**config.mk**
```make
export PLATFORM = sky130hd
export DESIGN_NAME = seg7_scan_driver_flat
export DESIGN_NICKNAME = d
export VERILOG_FILES = /design/src/rtl/seg7_scan_driver_if.sv /design/src/rtl/seg7_scan_driver.sv /design/src/flat_wrapper.sv
export SDC_FILE = /design/constraint.sdc
export NUM_CORES = 1
export LEC_CHECK = 0
export CAP_MARGIN = 20
export CORE_AREA = 5 5 68 132
export CTS_CLUSTER_SIZE = 30
export DETAILED_ROUTE_END_ITERATION = 7
export DIE_AREA = 0 0 73 137
export GPL_ROUTABILITY_DRIVEN = 0
export MAX_ROUTING_LAYER = met4
export PLACE_DENSITY = 0.76
export SLEW_MARGIN = 20
export SYNTH_ARGS = -nofsm -noshare
export SYNTH_HDL_FRONTEND = slang
export SYNTH_SLANG_ARGS = --single-unit
```
**constraint.sdc**
```tcl
create_clock -name clk -period 3.4 [get_ports clk]
set_input_delay 0.51 -clock clk [delete_from_list [all_inputs] [get_ports clk]]
set_output_delay 0.51 -clock clk [all_outputs]
set_load 0.01 [all_outputs]
```
**src/rtl/seg7_scan_driver_if.sv**
```systemverilog
// Display-side bundle for the seven-segment scan driver.
// Handshake: load is a single-cycle capture strobe with no ready; the driver always accepts it.
interface seg7_scan_driver_if;
    logic [31:0] value;
    logic        load;
    logic [7:0]  dp_in;
    logic [7:0]  digit_en;
    logic        lz_en;
    logic [7:0]  AN;
    logic [7:0]  SEG;
    logic        frame_start;

    modport master (
        output value, load, dp_in, digit_en, lz_en,
        input  AN, SEG, frame_start
    );

    modport slave (
        input  value, load, dp_in, digit_en, lz_en,
        output AN, SEG, frame_start
    );
endinterface

```
**src/rtl/seg7_scan_driver.sv**
```systemverilog
// Time-multiplexed 8-digit common-anode hex display driver with blanking,
// per-digit enable, decimal points and leading-zero suppression.
module seg7_scan_driver #(
    parameter int SCAN_DIV     = 100000,
    parameter int BLANK_CYCLES = 1000,
    parameter int NUM_DIGITS   = 8
) (
    input  logic             clk,
    input  logic             rst,
    seg7_scan_driver_if.slave bus
);
    localparam int CW = (SCAN_DIV > 1) ? $clog2(SCAN_DIV) : 1;
    localparam int IW = $clog2(NUM_DIGITS);
    localparam logic [CW-1:0] CNT_MAX = CW'(SCAN_DIV - 1);
    localparam logic [CW-1:0] BLANK_V = CW'(BLANK_CYCLES);
    localparam logic [IW-1:0] IDX_MAX = IW'(NUM_DIGITS - 1);

    logic [CW-1:0] cnt_q, cnt_d;
    logic [IW-1:0] idx_q, idx_d;
    logic [31:0]   value_q, value_d;
    logic [7:0]    dp_q, dp_d;
    logic [7:0]    en_q, en_d;
    logic          lz_q, lz_d;
    logic [7:0]    an_q, an_d;
    logic [7:0]    seg_q, seg_d;
    logic          frame_start_q, frame_start_d;

    logic          cnt_wrap;
    logic          run;
    logic [7:0]    upper_zero;
    logic [3:0]    nib;
    logic          digit_blank;

    function automatic logic [6:0] hex7(input logic [3:0] n);
        case (n)
            4'h0: hex7 = 7'b1000000;
            4'h1: hex7 = 7'b1111001;
            4'h2: hex7 = 7'b0100100;
            4'h3: hex7 = 7'b0110000;
            4'h4: hex7 = 7'b0011001;
            4'h5: hex7 = 7'b0010010;
            4'h6: hex7 = 7'b0000010;
            4'h7: hex7 = 7'b1111000;
            4'h8: hex7 = 7'b0000000;
            4'h9: hex7 = 7'b0010000;
            4'hA: hex7 = 7'b0001000;
            4'hB: hex7 = 7'b0000011;
            4'hC: hex7 = 7'b1000110;
            4'hD: hex7 = 7'b0100001;
            4'hE: hex7 = 7'b0000110;
            default: hex7 = 7'b0001110;
        endcase
    endfunction

    always_comb begin
        cnt_wrap      = (cnt_q == CNT_MAX);
        cnt_d         = cnt_wrap ? '0 : cnt_q + 1'b1;
        idx_d         = cnt_wrap ? idx_q + 1'b1 : idx_q;
        frame_start_d = cnt_wrap && (idx_q == IDX_MAX);

        value_d = bus.load ? bus.value    : value_q;
        dp_d    = bus.load ? bus.dp_in    : dp_q;
        en_d    = bus.load ? bus.digit_en : en_q;
        lz_d    = bus.load ? bus.lz_en    : lz_q;

        // upper_zero[i] is set when nibbles i..7 are all zero
        run        = 1'b1;
        upper_zero = '0;
        for (int i = 7; i >= 0; i--) begin
            run           = run & (value_q[4*i +: 4] == 4'h0);
            upper_zero[i] = run;
        end

        nib         = value_q[{idx_q, 2'b00} +: 4];
        digit_blank = !en_q[idx_q] || (lz_q && (idx_q != '0) && upper_zero[idx_q]);

        if ((cnt_q < BLANK_V) || digit_blank) begin
            an_d  = 8'hFF;
            seg_d = 8'hFF;
        end else begin
            an_d  = ~(8'b1 << idx_q);
            seg_d = {~dp_q[idx_q], hex7(nib)};
        end
    end

    always_ff @(posedge clk or posedge rst) begin
        if (rst) begin
            cnt_q         <= '0;
            idx_q         <= '0;
            value_q       <= '0;
            dp_q          <= '0;
            en_q          <= '0;
            lz_q          <= 1'b0;
            an_q          <= 8'hFF;
            seg_q         <= 8'hFF;
            frame_start_q <= 1'b0;
        end else begin
            cnt_q         <= cnt_d;
            idx_q         <= idx_d;
            value_q       <= value_d;
            dp_q          <= dp_d;
            en_q          <= en_d;
            lz_q          <= lz_d;
            an_q          <= an_d;
            seg_q         <= seg_d;
            frame_start_q <= frame_start_d;
        end
    end

    assign bus.AN          = an_q;
    assign bus.SEG         = seg_q;
    assign bus.frame_start = frame_start_q;
endmodule
```
**src/flat_wrapper.sv**
```systemverilog
// flat-port wrapper written by rule: the top's interface ports become plain ports
module seg7_scan_driver_flat 
#(
    parameter int SCAN_DIV     = 100000,
    parameter int BLANK_CYCLES = 1000,
    parameter int NUM_DIGITS   = 8
)
  (clk, rst, bus_value, bus_load, bus_dp_in, bus_digit_en, bus_lz_en, bus_AN, bus_SEG, bus_frame_start);
  seg7_scan_driver_if bus_i ();
  input  logic clk;
  input  logic rst;
  input wire logic [$bits(bus_i.value)-1:0] bus_value;
  input wire logic [$bits(bus_i.load)-1:0] bus_load;
  input wire logic [$bits(bus_i.dp_in)-1:0] bus_dp_in;
  input wire logic [$bits(bus_i.digit_en)-1:0] bus_digit_en;
  input wire logic [$bits(bus_i.lz_en)-1:0] bus_lz_en;
  output wire logic [$bits(bus_i.AN)-1:0] bus_AN;
  output wire logic [$bits(bus_i.SEG)-1:0] bus_SEG;
  output wire logic [$bits(bus_i.frame_start)-1:0] bus_frame_start;
  assign bus_i.value = bus_value;
  assign bus_i.load = bus_load;
  assign bus_i.dp_in = bus_dp_in;
  assign bus_i.digit_en = bus_digit_en;
  assign bus_i.lz_en = bus_lz_en;
  assign bus_AN = bus_i.AN;
  assign bus_SEG = bus_i.SEG;
  assign bus_frame_start = bus_i.frame_start;
  seg7_scan_driver #(.SCAN_DIV(SCAN_DIV), .BLANK_CYCLES(BLANK_CYCLES), .NUM_DIGITS(NUM_DIGITS)) u_core (.clk(clk), .rst(rst), .bus(bus_i));
endmodule
```
==> results by group, run 1 <==
Drt
  – Drt via density: 5.63
  – Number of remaining DRC errors: 0
  – DRT Pass-1 Iters: 4
  – DRT Wirelength: about 8000 µm
  – DR WL/cell: 17.4 µm
  – First DRT Iteration DRCs: 163
  – Routed vias: 2622
  – ANT nets after route: 0

Clock network
  – Post-CTS setup buffers: 0
  – Hold buffer count at cts: 0
  – CTS sink count: 86
  – Htree depth: 3
  – Worst-skew pair later-pin latency: about 0.34 ns
  – TritonCTS clock tree: yes
  – Post_cts resized: 0
  – Clock Path Buffers: 2
  – CTS buffer count: 9
  – Root Buffer Master: clkbuf_16
  – Reg clk slew, reported paths: approximately 0.06 ns

Floorplanning
  – Core region area: 7830 µm²
  – Total die area: between 10000 and 15000 µm²
  – FP Rows: 46
  – Die height: around 140 µm
  – Initial Util: 0.519
  – IO Pins: 69
  – DIE WIDTH: around 73 µm

STA
  – Final setup violation count: 0
  – Tmin final: 2.63 ns
  – Clock Skew: 0.00908 ns
  – Post-layout worst setup margin: 0.768 ns
  – Setup TNS: 0 ns
  – Fin. Hold Viols: 0
  – Fin crit share: 0.774
  – Max Clk Rate: 0.380 GHz
  – Max-slew headroom: 0.290
  – RSZ-0062 raised after global routing: no
  – Slew @ Worst Pin: 1.07 ns
  – Max Slew Vio Count: 0

GRT
  – Largest net degree at the start of global routing: 50
  – Initial antenna violation count: 0
  – First-pass GRT wire length: 13900 µm
  – All-Layer GR Usage: 0.187
  – Global route overflow: 0
  – Vias in the first global route: 2924

Synthesis
  – Top_reg_cell synth: dfrtp_1
  – Sequential share of the synthesized area: 0.534
  – EDFF count, synth: 0
  – Most frequent cell after synthesis: dfrtp_1
  – Synth async-reset ratio: 1.00
  – Synth area leaders: dfrtp_1 (43%), mux2_2 (14%), dfstp_2 (10%)
  – Cells after synthesis: 297
  – #FFs+latches synth: 86
  – Cell variety after synth: 45
  – Synth cell count leaders: dfrtp_1 (70), mux2_2 (51), nand2_1 (17)
  – Avg Inst Size Synth: approximately 14 µm²
  – Cell taking the most area after synthesis: dfrtp_1
  – Number of warnings issued by yosys: 0
  – Synth Net Count: 362
  – Area share of the largest cell type after synthesis: 0.431
  – Post-Syn Area: 4070 µm²

Worst setup path
  – CP arrival: 2.88 ns
  – Top cell by count, worst path: mux2i_1
  – Worst r2r path cells: 5
  – CP max FO: 17
  – Startpoint types: flip-flop
  – Slowest cell on the critical path: dfrtp_1
  – Type of the worst setup path: flip-flop to flip-flop
  – Critical-path cell list: mux4_2 > mux2i_1 > mux2i_1 > mux2i_1 > nand2b_1
  – Worst path max stage delay: 0.75 ns
  – Crit. End Element: flip-flop
  – Worst EP required: 3.65 ns

Final layout
  – Layout area overhead: 25.5%
  – ANT cells: 0
  – Fraction of layout cells with a size suffix above 1: 0.259
  – Nets: 430

Worst hold path
  – Hold Path Stages: 1
  – Hold WC Path Type: flip-flop to flip-flop

Pwr
  – Lkg Pwr: 2.08 nW
  – Peak supply drop: about 0.00033 V
  – Power per Cell Area: 459 nW/µm²
  – Pwr Total: 2.34 mW

Placed design
  – Post-Place Worst Slack: 0.794 ns
  – PortBufs: 68
  – Detailed placement HPWL: 6050 µm

Flow run
  – MaxCap Viol Count: 0

Run status
  – Status: completed
-- placed cells by master, fill, tap and decap left out, types with 9 or more instances in the layout --
cell              n
dfrtp_1          70
clkdlybuf4s50_1  67
mux2_2           51
nand2_1          17
dfstp_2          16
nand3_1          13
ha_1             13
nor2_1           12
xnor2_1           9
mux4_2            9
clkbuf_16         9
-- worst max-delay path, delay by kind of cell, from the launching register on --
| family | cells | cell delay [ns] |
|---|---|---|
| DFF | 1 | 0.75 |
| muxes | 4 | 1.63 |
| and+or+nand+nor | 1 | 0.15 |
-- final cells by class --
cell class / count / area, µm²
Fill cell: 598 / 2720
Sequential cell: 86 / 2170
Multi-Input combinational cell: 192 / 1790
Timing Repair Buffer: 69 / 696
Clock buffer: 15 / 268
Tap cell: 96 / 120
Clock inverter: 1 / 30.0
Inverter: 7 / 27.5
-- layer usage --
layer	wire length, µm	global-route usage	vias up	share of wire
met4	249	0.0842	0	0.031
met1	3220	0.218	1287	0.40
met5	0	-	-	0
li1	-	-	1217	-
met2	4100	0.298	96	0.51
met3	529	0.0478	22	0.065
-- per-stage QoR --
stage | instances | cell area (µm²) | util | hold slack [ns]
2_1_floorplan | 297 | 4070 | - | 0.455
3_3_place_gp | 450 | 4810 | 0.614 | 0.470
3_5_place_dp | 450 | 4810 | 0.614 | 0.482
4_1_cts | 466 | 5100 | 0.652 | 0.490
5_1_grt | 466 | 5100 | 0.652 | 0.526
6_report | 466 | 5100 | 0.652 | 0.480
-- state kept, by name, summed over array words and instances (netlist names) --
name                    count
u_core.lz_q                 1
u_core.bus.SEG              8
u_core.bus.AN               8
u_core.dp_q                 8
u_core.en_q                 8
u_core.bus.frame_start      1
u_core.cnt_q               17
u_core.idx_q                3
u_core.value_q             32
-- power by group --
group	switching [mW]	internal [mW]	total (mW)
logic	0.0920	0.147	0.240
clock network	0.363	0.610	0.973
registers	0.0476	1.08	1.13
total	0.502	1.84	2.34
-- final timing paths --
kind,start,endpoint,slack [ns]
worst max-delay path,u_core.idx_q[2],u_core.bus.SEG[3],0.77
worst min-delay path,u_core.cnt_q[0],u_core.cnt_q[0],0.48
worst max register to register,u_core.idx_q[2],u_core.bus.SEG[3],0.77
worst min register to register,u_core.cnt_q[0],u_core.cnt_q[0],0.48
max in group asynchronous,rst,u_core.value_q[26],2.16
min in group asynchronous,rst,u_core.en_q[5],0.58
-- kinds of logic after synthesis --
| logic type | count (synthesis) | share of synthesized area |
|---|---|---|
| buf+inv | 19 | 0.0252 |
| fa+ha+maj | 13 | 0.0400 |
| simple gates | 70 | 0.0890 |
| flops | 86 | 0.534 |
| mux | 72 | 0.236 |
| xor+xnor | 16 | 0.0345 |
| compound gates | 21 | 0.0409 |
Power figures use the tool's default switching activity.
==> run 2, diff against run 1 <==
==> constraint.sdc (replaced) <==
create_clock -name clk -period 2.7 [get_ports clk]
set_input_delay 0.405 -clock clk [delete_from_list [all_inputs] [get_ports clk]]
set_output_delay 0.405 -clock clk [all_outputs]
set_load 0.01 [all_outputs]
==> results by group, run 2 (synthesis results as in run 1) <==
Worst setup path
  – Type of the worst setup path: flip-flop to flip-flop
  – Startpoint types: flip-flop
  – R2r setup slk: 0.36 ns (-0.41 ns)
  – CP arrival: 2.58 ns (-0.30 ns)
  – Worst r2r path cells: 5 (unchanged)
  – R2R Path Start: u_core.idx_q[0]
  – CP max FO: 12 (-5)
  – Top delay family on crit path: multiplexers
  – Worst path max stage delay: 0.68 ns (-0.07 ns)
  – Crit. End Element: flip-flop
  – Worst Path Buf+Inv: 0 (unchanged)
  – R2R Path End: u_core.bus.SEG[4]
  – Worst EP required: 2.94 ns (-0.71 ns)
  – Critical-path cell list: mux4_1 > mux2i_4 > mux2_2 > nand2_1 > o211ai_2
  – Slowest cell on the critical path: mux4_1

Floorplanning
  – IO Pins: 69 (unchanged)
  – FP Rows: 46 (unchanged)
  – DIE WIDTH: 73 µm (unchanged)
  – Die height: 137 µm (unchanged)
  – Core region area: 7830 µm² (unchanged)
  – Total die area: 10000 µm² (unchanged)
  – Initial Util: 0.519 (unchanged)

Final layout
  – Largest registers: u_core.value_q (32), u_core.cnt_q (17)
  – ANT cells: 0 (unchanged)
  – Nets: 437 (+1.6%)
  – Fraction of layout cells with a size suffix above 1: 0.284 (+0.0244)
  – Layout area overhead: 27.2%
  – Fin area: 5170 µm² (+1.3%)
  – Most frequent cells in the layout: dfrtp_1 (70), clkdlybuf4s50_1 (67), mux2_2 (51)
  – Commonest non-fill, non-tap cell in the layout: dfrtp_1
  – Non-filler cells, final: 473 (+1.5%)
  – Flip-flop count of the largest register after layout: 32 (unchanged)
  – Most flop-heavy register: u_core.value_q
  – Layout Utilization: 0.661 (+0.00863)

Pwr
  – Combinational power share: 0.104 (+0.002)
  – Clock network fraction of total power: 0.415 (about the same)
  – Psw: 0.679 mW (+35%)
  – Lkg Pwr: 2.12 nW (+2.2%)
  – Sequential fraction of design power: 0.481 (-0.002)
  – Sw Share: 0.228 (+0.0142)
  – Power per Cell Area: 575 nW/µm² (+25%)
  – Internal: 2.29 mW (+25%)
  – Peak supply drop: 0.000460 V (+39%)

Clock network
  – Root Buffer Master: clkbuf_16
  – Post-CTS setup buffers: 0 (unchanged)
  – CTS sink count: 86 (unchanged)
  – Clock Path Buffers: 2 (unchanged)
  – Reg clk slew, reported paths: 0.06 ns (about the same)
  – Htree depth: 3 (unchanged)
  – Hold buffer count at cts: 0 (unchanged)
  – CTS buffer count: 9 (unchanged)
  – TritonCTS clock tree: yes
  – Worst-skew pair later-pin latency: 0.34 ns (about the same)
  – Post_cts resized: 0 (unchanged)

STA
  – Slew @ Worst Pin: 0.568 ns (-0.497 ns)
  – Fin. Hold Viols: 0 (unchanged)
  – Tmin final: 2.34 ns (-0.292 ns)
  – Fin crit share: 0.867 (+0.0927)
  – Max Clk Rate: 0.427 GHz (+12%)
  – RSZ-0062 raised after global routing: no
  – Max Slew Vio Count: 0 (unchanged)
  – Max-slew headroom: 0.621 (+0.331)
  – Setup TNS: 0 ns (unchanged)
  – Clock Skew: 0.00488 ns (-0.00420 ns)
  – Final setup violation count: 0 (unchanged)

GRT
  – First-pass GRT wire length: 14200 µm (+1.7%)
  – Global route overflow: 0 (unchanged)
  – Initial antenna violation count: 0 (unchanged)
  – Vias in the first global route: 2892 (-1.1%)
  – All-Layer GR Usage: 0.191 (+0.00463)
  – Largest net degree at the start of global routing: 87 (+74%)

Drt
  – Drt via density: 5.64 (+0.29%)
  – ANT nets after route: 0 (unchanged)
  – DRT Wirelength: 8510 µm (+5.1%)
  – DRT Pass-1 Iters: 4 (unchanged)
  – Routed vias: 2669 (+1.8%)
  – Number of remaining DRC errors: 0 (unchanged)
  – DR WL/cell: 18.0 µm (+3.6%)
  – First DRT Iteration DRCs: 190 (+17%)

Flow run
  – MaxCap Viol Count: 0 (unchanged)

Placed design
  – PortBufs: 68 (unchanged)
  – Detailed placement HPWL: 6190 µm (+2.4%)
  – DP Cell Count: 457 (+1.6%)
  – Placement Cell Area: 4870 µm² (+1.4%)

Run status
  – Status: completed

Worst hold path
  – Hold WC Path Type: input port to async pin
run 2: through the flow:
stage	worst slack [ns]	hold slack (ns)	power, mW
detailed placement	0.395	0.491	1.76
CTS	0.375	0.501	2.99
global route	0.202	0.523	3.08
floorplan	0.0996	0.455	1.61
finish	0.360	0.461	2.97
global placement	0.508	0.471	1.74
run 2: worst register-to-register path, stage by stage, from the launching register on:
cell,delay [ns]
dfrtp_1,0.64
mux4_1,0.69
mux2i_4,0.36
mux2_2,0.39
nand2_1,0.09
o211ai_2,0.09
run 2: layer usage:
metal	wire length [µm]	part of all wire	track usage
met5	0	0	-
met4	270	0.032	0.0914
met3	425	0.050	0.0382
met2	4370	0.51	0.309
met1	3450	0.40	0.225
run 2: power by group through the flow:
stage          registers, mW  logic, mW  clock network, mW
4_1_cts                 1.43      0.313               1.25
5_1_grt                 1.44      0.338               1.31
2_1_floorplan           1.42      0.194                  0
3_5_place_dp            1.45      0.308                  0
3_3_place_gp            1.44      0.295                  0
6_report                1.43      0.310               1.23
run 2: final cells by class:
type	instances	area, µm²
fill	592	2660
sequential	86	2170
multi-input combinational	192	1790
timing repair buffer	76	761
clock buffer	10	239
tap	96	120
clock inverter	6	61.3
inverter	7	27.5
run 2: worst max-delay path by stage:
| stage | startpoint | end | slack (ns) | cells after the start |
|---|---|---|---|---|
| final | u_core.idx_q[0] | u_core.bus.SEG[4] | 0.36 | 5 |
| after global routing | u_core.idx_q[1] | u_core.bus.SEG[3] | 0.20 | 8 |
| after CTS | u_core.idx_q[0] | u_core.bus.SEG[4] | 0.37 | 5 |
| after detailed placement | u_core.idx_q[0] | u_core.bus.SEG[4] | 0.39 | 5 |
| after global placement | u_core.idx_q[0] | u_core.bus.SEG[4] | 0.51 | 5 |
| after floorplan | rst | u_core.bus.frame_start | 0.1 | 1 |
==> run 3, diff against run 2 <==
--- a/config.mk
+++ b/config.mk
@@ -7,7 +7,7 @@
 export LEC_CHECK = 0
 export CAP_MARGIN = 20
 export CORE_AREA = 5 5 68 132
-export CTS_CLUSTER_SIZE = 30
+export CTS_CLUSTER_SIZE = 8
 export DETAILED_ROUTE_END_ITERATION = 7
 export DIE_AREA = 0 0 73 137
 export GPL_ROUTABILITY_DRIVEN = 0
==> results of run 3 <==
Same layout as run 2: the final DEF is identical, and so are final timing and power.
